[config.mk]
export PLATFORM = sky130hd
export DESIGN_NAME = pcs_rx_block_lock
export DESIGN_NICKNAME = d
export VERILOG_FILES = /design/src/rtl/pcs_rx_block_lock.sv
export SDC_FILE = /design/constraint.sdc
export NUM_CORES = 1
export LEC_CHECK = 0
export CAP_MARGIN = 10
export CORE_ASPECT_RATIO = 1.4
export CORE_MARGIN = 8
export CORE_UTILIZATION = 55
export DETAILED_ROUTE_END_ITERATION = 6
export PLACE_DENSITY = 0.85
export SYNTH_ARGS = -nofsm -noshare
export SYNTH_HDL_FRONTEND = slang
export SYNTH_SLANG_ARGS = --single-unit
[constraint.sdc]
create_clock -name CLK -period 4 [get_ports CLK]
set_clock_uncertainty 0.05 [all_clocks]
set_input_delay 0.6 -clock CLK [delete_from_list [all_inputs] [get_ports CLK]]
set_output_delay 0.6 -clock CLK [all_outputs]
set_load 0.005 [all_outputs]
[src/rtl/pcs_rx_block_lock.sv]
// ---------------------------------------------------------------------------
// pcs_rx_block_lock
//   10GBASE-R receive block-synchronisation controller. Watches the 2-bit
//   sync header of each 66b block coming out of the RX gearbox, requests
//   one-bit slips until header alignment is found, and declares block_lock
//   for the descrambler/decoder.
//
// Ports
//   CLK             receive clock, rising edge
//   RST             synchronous active-high reset
//   signal_ok       PMA signal present; low forces the unlocked initial state
//   hdr_valid       rx_header carries a new block header this cycle
//   rx_header       sync header (01 data, 10 control, 00/11 invalid)
//   block_lock      header alignment achieved
//   slip            one-cycle request to the gearbox to shift by one bit
//   sh_cnt          headers seen in the current window (debug)
//   sh_invalid_cnt  invalid headers seen in the current window (debug)
//   slip_count      slips since reset, saturating at all-ones
//
// States
//   state        | meaning
//   ST_COUNT     | counting headers in a test window
//   ST_SLIP_WAIT | slip issued; headers ignored while the gearbox settles
// ---------------------------------------------------------------------------
module pcs_rx_block_lock #(
  parameter int SH_CNT_MAX     = 64,
  parameter int SH_INVALID_MAX = 16,
  parameter int SLIP_WAIT_CYC  = 4,
  parameter int SLIP_CNT_W     = 16
) (
  input  logic                  CLK,
  input  logic                  RST,
  input  logic                  signal_ok,
  input  logic                  hdr_valid,
  input  logic [1:0]            rx_header,
  output logic                  block_lock,
  output logic                  slip,
  output logic [6:0]            sh_cnt,
  output logic [4:0]            sh_invalid_cnt,
  output logic [SLIP_CNT_W-1:0] slip_count
);

  localparam int WAIT_W = (SLIP_WAIT_CYC > 1) ? $clog2(SLIP_WAIT_CYC) : 1;
  localparam logic [WAIT_W-1:0] WAIT_INIT = WAIT_W'(SLIP_WAIT_CYC - 1);
  localparam logic [7:0] CNT_END = 8'(SH_CNT_MAX);
  localparam logic [5:0] INV_END = 6'(SH_INVALID_MAX);

  typedef enum logic {
    ST_COUNT,
    ST_SLIP_WAIT
  } state_t;

  state_t            state;
  logic [WAIT_W-1:0] wait_cnt;

  logic       sh_ok;
  logic [7:0] n_hdr;
  logic [5:0] n_inv;
  logic       slip_sat;
  logic       do_slip;
  logic       win_end;

  // Widened by one bit so the window-end and invalid-limit compares never
  // see a wrapped value.
  always_comb begin
    sh_ok    = rx_header[1] ^ rx_header[0];
    n_hdr    = {1'b0, sh_cnt} + 8'd1;
    n_inv    = {1'b0, sh_invalid_cnt} + {5'd0, ~sh_ok};
    slip_sat = &slip_count;
    do_slip  = !sh_ok && (!block_lock || (n_inv == INV_END));
    win_end  = (n_hdr == CNT_END);
  end

  always_ff @(posedge CLK) begin
    if (RST) begin
      state          <= ST_COUNT;
      wait_cnt       <= '0;
      block_lock     <= 1'b0;
      slip           <= 1'b0;
      sh_cnt         <= '0;
      sh_invalid_cnt <= '0;
      slip_count     <= '0;
    end else if (!signal_ok) begin
      // Loss of signal restarts acquisition but keeps the slip history.
      state          <= ST_COUNT;
      wait_cnt       <= '0;
      block_lock     <= 1'b0;
      slip           <= 1'b0;
      sh_cnt         <= '0;
      sh_invalid_cnt <= '0;
    end else begin
      case (state)
        ST_COUNT: begin
          slip <= 1'b0;
          if (hdr_valid) begin
            if (do_slip) begin
              // Slip takes precedence even when this is also the last
              // header of the window.
              block_lock     <= 1'b0;
              slip           <= 1'b1;
              sh_cnt         <= '0;
              sh_invalid_cnt <= '0;
              if (!slip_sat) slip_count <= slip_count + 1'b1;
              wait_cnt       <= WAIT_INIT;
              state          <= ST_SLIP_WAIT;
            end else if (win_end) begin
              if (n_inv == 6'd0) block_lock <= 1'b1;
              sh_cnt         <= '0;
              sh_invalid_cnt <= '0;
            end else begin
              sh_cnt         <= n_hdr[6:0];
              sh_invalid_cnt <= n_inv[4:0];
            end
          end
        end
        ST_SLIP_WAIT: begin
          // slip was raised on entry; drop it after its single cycle.
          slip <= 1'b0;
          if (wait_cnt == '0) begin
            state <= ST_COUNT;
          end else begin
            wait_cnt <= wait_cnt - 1'b1;
          end
        end
        default: begin
          state <= ST_COUNT;
          slip  <= 1'b0;
        end
      endcase
    end
  end

endmodule

==> results.md, run 1 <==
* Avg Cell Area, Syn at 8.29 um^2
* Share of layout cells above drive strength 1 at 0.0742
* Hold Fails Final Rpt at 0
* Routed via count at 1801
* Drt first pass iters at 4
* Setup ws final at 0.610 ns
* GR Util All Layers at 0.160
* TritonCTS clock tree: yes
* Die H at 84.9 um
* Setup Crit Path Kind: in -> reg
* Io pins at 36
* Tmin final at 3.39 ns
* Post-Place Cells at 288
* Static Leakage at 0.703 nW
* Iter 0 DRT Violations at 121
* Worst EP arrival at 3.51 ns
* Critical path origin: rx_header[0]
* Max Cap Violations at 0
* Synth Cell Area at 1860 um^2
* Final non-filler cell total at 296
* WL/cell at 14.8 um
* CTS clk-pin slew, worst paths at 0.07 ns
* Max Buffers Root-to-Sink at 2
* Clock latency on the worst-skew pair at 0.29 ns
* Final WL at 4380 um
* Die width at 65.2 um
* Total gr overflow at 0
* Nets at 266
* Syn. warnings at 0
* CP Launch Type: input pin
* Placer congestion estimate at 0.814
* Total CTS buffers at 5
* Tcrit/Tclk final at 0.847
* Final Setup Violations at 0
* Top cells by area, synth: dfxtp_1 (35%), a21oi_1 (4.8%), nand3_1 (4.8%)
* Max Freq at 295 MHz
* Most frequent cells in the layout: clkdlybuf4s50_1 (35), dfxtp_1 (33), nor2_1 (23)
* PwrDens at 281 nW/um^2
* HP Class: reg -> reg
* Dpl ws at 0.291 ns
* Endpoint class of the critical path: flop
* Post-route ant nets at 0
* Worst-Margin Slew at 0.763 ns
* Final Max Tran Viols at 0
* PnR Total Power at 0.643 mW
* Port Buffers at 35
* Antenna Cells at 0
* Synth cell types at 45
* Outcome: finished, final reports clean
* Largest net degree at the start of global routing at 29
* Worst path required time at 4.12 ns
* DRC violations left at 0
* DPL Wire Length at 3080 um
* Setup TNS at 0 ns
* Global-route wire length before repair at 7250 um
* H-tree depth at 2
* Core area at 3320 um^2
* # rows at 25
* Reg-to-Reg Start: sh_invalid_cnt[0]
* Syn-to-layout area delta at 22.7%
* Post-CTS setup buffer count at 0
* Largest area contributor in the netlist: dfxtp_1
* Max VDD drop at 243 uV
* Reg2Reg Setup Slack at 1.46 ns
* Hold Crit Start: wait_cnt[1]
* Top cell type's share of synthesized area at 0.354
* Area of the die at 5530 um^2
* Commonest non-fill, non-tap cell in the layout: clkdlybuf4s50_1
* Yosys reg bits at 33
* Seq/Total Area, Yosys at 0.354
* RSZ-0062 raised after global routing: false
* PostCTS Resize Cnt at 0
* Vias per cell at 6.08
* Effective utilization at floorplan at 0.562
* Vias in the first global route at 1683
* Mapped Nets at 236
* Root Buffer: clkbuf_8
* CTS Hold Bufs at 0
* Crit Path Max Fanout at 28
* Initial antenna violation count at 0
* Synth Instances at 225
* Relative slew slack at 0.490
* CTS Sinks at 33
[power breakdown]
group / leakage, nW / switching (mW) / internal (mW) / total (mW)
combinational: 0.392 / 0.0389 / 0.0235 / 0.0624
clock: 0.0450 / 0.125 / 0.121 / 0.246
sequential: 0.266 / 0.00305 / 0.332 / 0.335
total: 0.703 / 0.167 / 0.476 / 0.643
[state kept, by name, indices dropped and copies added (netlist names)]
signal / flops
slip_count: 16
sh_cnt: 7
sh_invalid_cnt: 5
wait_cnt: 2
block_lock: 1
slip: 1
state: 1
[Yosys cell counts]
cell type	instances
buf_6	1
nor2_1	23
a21oi_1	18
mux2_1	2
nor3_1	3
nand2_2	1
a21o_1	1
nor2_4	1
xnor2_1	1
nor2b_1	5
dfxtp_1	33
nand3b_1	2
buf_1	1
o21ai_0	7
nand4_1	13
xor2_2	1
buf_2	2
or3_1	8
or4_1	6
a31oi_1	4
and3_4	1
o31a_1	2
mux2_2	1
ha_1	5
o21a_1	1
nor4b_4	1
nor4_1	3
clkbuf_1	6
nand2b_1	5
mux2_4	1
nand2_1	21
mux2i_1	1
inv_1	6
buf_4	1
a32oi_4	1
and4_1	1
clkbuf_2	1
a31oi_4	1
or2_2	1
o31ai_1	5
mux2i_4	1
nand2_4	1
xor2_1	4
nand3_1	18
nand4b_1	3
[per-layer routing]
metal  wire [um]  global-route usage  vias up
met2        2190               0.270       65
met3         277              0.0474        6
li1            -                   -      880
met5           0                   0        -
met1        1820               0.168      850
met4          90              0.0956        0
[area by class of cell]
type | instances | area (um^2)
multi-input cells | 174 | 1120
fillers | 289 | 1030
flip-flops and latches | 33 | 661
repair buffers | 35 | 350
clock buffers | 6 | 72.6
well taps | 40 | 50.0
inverters | 6 | 22.5
clock inverters | 2 | 10.0
[final timing paths]
kind	end	cells past startpoint
worst min-delay path	wait_cnt[1]	1
worst min register to register	wait_cnt[1]	1
worst max-delay path	slip_count[9]	10
worst max register to register	slip_count[9]	7
[through the flow]
| step | hold slack (ns) | cell area (um^2) | utilization |
|---|---|---|---|
| 2_1_floorplan | 0.403 | 1860 | - |
| 3_3_place_gp | 0.417 | 2200 | 0.665 |
| 3_5_place_dp | 0.427 | 2200 | 0.665 |
| 4_1_cts | 0.443 | 2290 | 0.690 |
| 5_1_grt | 0.464 | 2290 | 0.690 |
| 6_report | 0.436 | 2290 | 0.690 |
[kinds of logic (layout without fill, tap and decap cells)]
kind of cell | after synthesis | count (layout) | share of synthesized area
xor+xnor | 6 | 6 | 0.0322
buf+inv | 18 | 49 | 0.0443
compound gates | 40 | 40 | 0.144
simple gates | 117 | 117 | 0.348
fa+ha+maj | 5 | 5 | 0.0336
mux | 6 | 6 | 0.0436
flops | 33 | 33 | 0.354
[critical path: stages]
cell and delay, ns:
clkdlybuf4s50_1 0.50, xor2_2 0.24, inv_1 0.17, ha_1 0.24, ha_1 0.25, xor2_1 0.29, nor4b_4 0.09, a32oi_4 0.64
nor4_1 0.14, mux2_1 0.34
(Power assumes the default switching activity.)
==> run 2: changes to the inputs <==
--- a/config.mk
+++ b/config.mk
@@ -8,9 +8,9 @@
 export CAP_MARGIN = 10
 export CORE_ASPECT_RATIO = 1.4
 export CORE_MARGIN = 8
-export CORE_UTILIZATION = 55
+export CORE_UTILIZATION = 51
 export DETAILED_ROUTE_END_ITERATION = 6
-export PLACE_DENSITY = 0.85
+export PLACE_DENSITY = 0.8
 export SYNTH_ARGS = -nofsm -noshare
 export SYNTH_HDL_FRONTEND = slang
 export SYNTH_SLANG_ARGS = --single-unit
==> constraint.sdc (replaced) <==
create_clock -name CLK -period 3.3 [get_ports CLK]
set_clock_uncertainty 0.05 [all_clocks]
set_input_delay 0.495 -clock CLK [delete_from_list [all_inputs] [get_ports CLK]]
set_output_delay 0.495 -clock CLK [all_outputs]
set_load 0.005 [all_outputs]
==> run 2 against run 1 <==
Hold slack got worse by 0.0036 ns. Global-route usage rose by 0.12 points. Cell count rose by 3.7%. Power rose by 25%. Flip-flop and latch count did not move. Setup slack got worse by 0.19 ns. Clock power rose by 27%. Sequential share of layout area fell by 0.99 points. Utilization fell by 2.8 points.
==> results.md, run 2 (synthesis results as in run 1) <==
* Die width at 67.1 um (+2.9%)
* Max Freq at 347 MHz
* TritonCTS clock tree: yes
* Multi-input gate area at 1120 um^2 (unchanged)
* Reg2Reg Setup Slack at 0.97 ns (-0.49 ns)
* CTS Sinks at 33 (unchanged)
* Commonest non-fill, non-tap cell in the layout: clkdlybuf4s50_1
* WL/cell at 14.5 um (-2.1%)
* RSZ-0062 raised after global routing: false
* Initial antenna violation count at 0 (unchanged)
* Post-CTS setup buffer count at 0 (unchanged)
* Register area at 661 um^2 (unchanged)
* Worst path required time at 3.43 ns (-0.69 ns)
* DRC violations left at 0 (unchanged)
* PwrDens at 340 nW/um^2 (+21%)
* Io pins at 36 (unchanged)
* Endpoint class of the critical path: flop
* Outcome: finished, final reports clean
* Final WL at 4450 um (+1.5%)
* Iter 0 DRT Violations at 200 (+65%)
* Max Buffers Root-to-Sink at 2 (unchanged)
* GR Util All Layers at 0.161 (+0.00117)
* Drt first pass iters at 4 (unchanged)
* Worst-Margin Slew at 0.636 ns (-0.127 ns)
* Max VDD drop at 255 uV (+5.0%)
* Biggest register: slip_count
* Port Buffers at 35 (unchanged)
* H-tree depth at 2 (unchanged)
* Hold Path Depth at 1 (unchanged)
* Total gr overflow at 0 (unchanged)
* Placer congestion estimate at 0.853 (+4.7%)
* Worst EP arrival at 3.01 ns (-0.50 ns)
* Final Setup Violations at 0 (unchanged)
* Hold Fails Final Rpt at 0 (unchanged)
* DPL Wire Length at 3250 um (+5.7%)
* Post-route ant nets at 0 (unchanged)
* Vias per cell at 5.87 (-3.6%)
* Final Max Tran Viols at 0 (unchanged)
* Nets at 276 (+3.8%)
* Share of layout cells above drive strength 1 at 0.106 (+0.0314)
* Worst r2r dst: slip_count[9]
* Post-Place Cells at 300 (+4.2%)
* Setup Crit Path Kind: in -> reg
* Routed via count at 1801 (unchanged)
* Tmin final at 2.88 ns
* Top Registers: slip_count x16, sh_cnt x7, sh_invalid_cnt x5
* Static Leakage at 0.752 nW (+6.9%)
* Clock latency on the worst-skew pair at 0.29 ns (about the same)
* CTS clk-pin slew, worst paths at 0.07 ns (about the same)
* PnR Total Power at 0.805 mW (+25%)
* Final Util at 0.662 (-0.0279)
* Critical Path End: slip_count[9]
* Antenna Cells at 0 (unchanged)
* Vias in the first global route at 1732 (+2.9%)
* PostCTS Resize Cnt at 0 (unchanged)
* Fillers at 312 (+8.0%)
* Effective utilization at floorplan at 0.521 (-0.0413)
* Global-route wire length before repair at 7540 um (+4.0%)
* CTS Hold Bufs at 0 (unchanged)
* FF-to-FF path depth at 7 (unchanged)
* CP Launch Type: input pin
* Relative slew slack at 0.576 (+0.0862)
* Crit Path Max Fanout at 20 (-29%)
* Tcrit/Tclk final at 0.873
* Area of the die at 5870 um^2 (+6.1%)
* Final non-filler cell total at 307 (+3.7%)
* Largest net degree at the start of global routing at 21 (-28%)
* Max reg flops at 16 (unchanged)
* Setup TNS at 0 ns (unchanged)
* # rows at 26 (+4.0%)
* Core area at 3580 um^2 (+7.9%)
* HP Class: reg -> reg
* Syn-to-layout area delta at 27.0%
* Root Buffer: clkbuf_8
* Most frequent cells in the layout: clkdlybuf4s50_1 (35), dfxtp_1 (33), nor2_1 (23)
* Die H at 87.5 um (+3.1%)
* Reg-to-Reg Start: sh_invalid_cnt[0]
* Total CTS buffers at 5 (unchanged)
* Critical path origin: rx_header[1]
* Max Cap Violations at 0 (unchanged)
==> run 2: cell types whose count changed in the layout (fill, tap and decap cells not counted) <==
cell      change
clkinv_2      -2
buf_4        +10
clkbuf_8      +1
==> run 2: worst min path at each step <==
stage	endpoint	slack [ns]	startpoint
after CTS	wait_cnt[1]	0.44	wait_cnt[1]
after detailed placement	wait_cnt[1]	0.42	wait_cnt[1]
after global placement	wait_cnt[1]	0.41	wait_cnt[1]
after global routing	wait_cnt[1]	0.48	wait_cnt[1]
after floorplan	wait_cnt[1]	0.40	wait_cnt[1]
final	wait_cnt[1]	0.43	wait_cnt[1]
==> run 2: layer usage <==
layer,track usage,part of all wire
met1,0.169,0.40
met2,0.284,0.52
met3,0.0499,0.071
met4,0.0687,0.015
met5,0,0
==> run 2: power by group <==
group | leakage (nW) | total [mW] | internal [mW] | switching, mW
registers | 0.266 | 0.406 | 0.402 | 0.00348
logic | 0.441 | 0.0864 | 0.0371 | 0.0493
clock network | 0.0443 | 0.313 | 0.166 | 0.148
total | 0.752 | 0.805 | 0.605 | 0.201
==> run 2: worst max-delay path: stages <==
cell and delay [ns]:
clkdlybuf4s50_1 0.50, xor2_2 0.15, inv_1 0.07, ha_1 0.19, ha_1 0.21, xor2_1 0.18
nor4b_4 0.29, a32oi_4 0.20, nor4_1 0.38, mux2_1 0.35
==> run 2: per-stage QoR <==
stage	instance area, um^2	hold slack, ns	setup slack [ns]
3_5_place_dp	2280	0.421	0.109
3_3_place_gp	2280	0.412	0.176
5_1_grt	2370	0.482	0.232
6_report	2370	0.433	0.418
4_1_cts	2370	0.437	0.405
2_1_floorplan	1860	0.403	0.621
==> run 2: layout make-up <==
class | count | area share
clock buffers | 7 | 0.0365
inverters | 6 | 0.00951
multi-input cells | 174 | 0.473
flip-flops and latches | 33 | 0.279
well taps | 42 | 0.0222
repair buffers | 45 | 0.180
==> run 3: changes to the inputs <==
--- a/config.mk
+++ b/config.mk
@@ -11,6 +11,7 @@
 export CORE_UTILIZATION = 51
 export DETAILED_ROUTE_END_ITERATION = 6
 export PLACE_DENSITY = 0.8
+export SETUP_SLACK_MARGIN = 0.4
 export SYNTH_ARGS = -nofsm -noshare
 export SYNTH_HDL_FRONTEND = slang
 export SYNTH_SLANG_ARGS = --single-unit
==> run 3 against run 2 <==
Design area increased by 6.2%. Highest routed layer unchanged. Hold slack improved by 0.0022 ns. Critical endpoint is now slip_count[5]. Count of clock-buffer cells in the layout unchanged. Combinational power increased by 24%. Largest cell class unchanged. Sequential share of layout area decreased by 1.6 points. Global-route usage unchanged. Register-to-register slack got worse by 0.04 ns. Utilization increased by 4.1 points. Cell count increased by 2.3%. Critical path type unchanged. Critical path depth increased by 2. Non-clock buffer count increased by 4.
==> results.md, run 3 (synthesis results as in run 1) <==
* Net Switching at 0.218 mW (+8.9%)
* Final Max Tran Viols at 0 (unchanged)
* DRC violations left at 0 (unchanged)
* Vias in the first global route at 1732 (unchanged)
* Final WL at 5270 um (+19%)
* Nets at 283 (+2.5%)
* CP Launch Type: input pin
* Initial antenna violation count at 0 (unchanged)
* Setup TNS at 0 ns (unchanged)
* Effective utilization at floorplan at 0.521 (unchanged)
* Switch share at 0.263 (+0.0137)
* Worst EP arrival at 2.72 ns (-0.29 ns)
* Crit path largest cell delay at 0.41 ns (-0.09 ns)
* Max VDD drop at 257 uV (+0.65%)
* Relative slew slack at 0.610 (+0.0341)
* Multi-input gate area at 1230 um^2 (+9.7%)
* Area of the die at 5870 um^2 (unchanged)
* Slowest CP cell: or3_1
* Hold Crit Start: wait_cnt[1]
* WP buf/inv at 4 (+2)
* Reg-to-Reg Start: sh_invalid_cnt[0]
* CTS clk-pin slew, worst paths at 0.07 ns (about the same)
* Crit path max-delay family: simple AND/OR/NAND/NOR gates
* TritonCTS clock tree: yes
* Syn-to-layout area delta at 35.0%
* # rows at 26 (unchanged)
* Core area at 3580 um^2 (unchanged)
* Post-route ant nets at 0 (unchanged)
* CTS Hold Bufs at 0 (unchanged)
* Die width at 67.1 um (unchanged)
* FF-to-FF path depth at 8 (+1)
* Max Buffers Root-to-Sink at 2 (unchanged)
* Die H at 87.5 um (unchanged)
* Max Freq at 392 MHz (+13%)
* Antenna Cells at 0 (unchanged)
* Max reg flops at 16 (unchanged)
* Vias per cell at 6.19 (+5.5%)
* Hold endpoint: wait_cnt[1]
* Outcome: finished, final reports clean
* Crit Path Max Fanout at 5 (-75%)
* Hold Path Depth at 1 (unchanged)
* Final Setup Violations at 0 (unchanged)
* Static Leakage at 0.799 nW (+6.3%)
* Fillers at 292 (-6.4%)
* Worst path required time at 3.47 ns (+0.04 ns)
* Hold Fails Final Rpt at 0 (unchanged)
* GR Util All Layers at 0.161 (unchanged)
* Flop pwr share at 0.488 (-0.016)
* Tmin final at 2.55 ns (-0.334 ns)
* Port Buffers at 35 (unchanged)
* Register area at 661 um^2 (unchanged)
* Iter 0 DRT Violations at 154 (-23%)
* CTS Sinks at 33 (unchanged)
* Placer congestion estimate at 0.853 (unchanged)
* Total CTS buffers at 5 (unchanged)
* Max Cap Violations at 0 (unchanged)
* Reg2Reg Setup Slack at 0.93 ns (-0.04 ns)
* Total gr overflow at 0 (unchanged)
* WL/cell at 16.8 um (+16%)
* Clock Power Share at 0.384 (-0.005)
* Root Buffer: clkbuf_8
* Most frequent cells in the layout: dfxtp_1 (33), clkdlybuf4s50_1 (33), nor2_1 (23)
* Crit-path cells: dlymetal6s2s_1, xor2_2, inv_1, ha_1, ha_2, xor2_2, nor4b_4, buf_4, buf_4, a32oi_2, or3_1, a21oi_1
* Clock latency on the worst-skew pair at 0.29 ns (about the same)
* PwrDens at 330 nW/um^2 (-2.9%)
* PnR Total Power at 0.831 mW (+3.2%)
* Int Power at 0.613 mW (+1.3%)
* HP Class: reg -> reg
* Worst r2r dst: slip_count[11]
* H-tree depth at 2 (unchanged)
* Tcrit/Tclk final at 0.772 (-0.101)
* Routed via count at 1944 (+7.9%)
* Logic pwr share at 0.128 (+0.021)
* Biggest register: slip_count
* Endpoint class of the critical path: flop
* Share of layout cells above drive strength 1 at 0.158 (+0.0524)
* Global-route wire length before repair at 7540 um (unchanged)
* DPL Wire Length at 3250 um (unchanged)
* Largest net degree at the start of global routing at 21 (unchanged)
* Worst-Margin Slew at 0.583 ns (-0.0530 ns)
* Setup Crit Path Kind: in -> reg
* Top Registers: slip_count x16, sh_cnt x7, sh_invalid_cnt x5
* Io pins at 36 (unchanged)
* RSZ-0062 raised after global routing: false
* Drt first pass iters at 4 (unchanged)
## run 3: worst register-to-register path: cells and delay by family, from the launching register on
| kind | cells | cell delay, ns |
|---|---|---|
| simple gates | 2 | 0.67 |
| buf+inv | 1 | 0.13 |
| compound gates | 2 | 0.29 |
| mux | 1 | 0.34 |
| flops | 1 | 0.40 |
| fa+ha+maj | 2 | 0.42 |
## run 3: metrics by stage
stage,utilization,hold WS [ns],setup WS (ns),std cells,cell area [um^2]
after floorplan,-,0.403,0.621,225,1860
final,0.703,0.435,0.751,314,2520
after detailed placement,0.638,0.421,0.109,300,2280
after global routing,0.703,0.482,0.659,314,2520
after global placement,0.638,0.412,0.176,300,2280
after CTS,0.662,0.437,0.405,307,2370
## run 3: area by class of cell
| type | instances | share of cell area |
|---|---|---|
| Multi-Input combinational cell | 177 | 0.489 |
| Sequential cell | 33 | 0.263 |
| Timing Repair Buffer | 49 | 0.184 |
| Clock buffer | 7 | 0.0343 |
| Tap cell | 42 | 0.0209 |
| Inverter | 6 | 0.00895 |
## run 3: layer usage
metal  GRT usage  vias up  part of all wire
li1            -      920                 -
met1       0.169      929              0.37
met2       0.284       79              0.53
met3      0.0499       16             0.067
met4      0.0687        0             0.031
met5           0        -                 0
## run 3: power by group through the flow
stage / clock network, mW / registers [mW] / logic, mW
finish: 0.319 / 0.406 / 0.107
global route: 0.330 / 0.406 / 0.114
CTS: 0.316 / 0.406 / 0.0868
detailed placement: 0 / 0.415 / 0.0866
global placement: 0 / 0.415 / 0.0854
floorplan: 0 / 0.414 / 0.0558
## run 3: worst max-delay path by stage
stage	from	to	slack (ns)	cells past startpoint
floorplan	rx_header[0]	slip_count[13]	0.62	9
global placement	rx_header[1]	slip_count[13]	0.18	10
detailed placement	rx_header[1]	slip_count[13]	0.11	10
CTS	rx_header[1]	slip_count[13]	0.40	10
global route	rx_header[1]	slip_count[12]	0.66	11
finish	rx_header[1]	slip_count[5]	0.75	12
## run 3: timing repair
item,in CTS,in global routing
resized for setup,0,13
setup endpoints to repair,0,20
buffers inserted,0,4
hold endpoints to repair,0,0
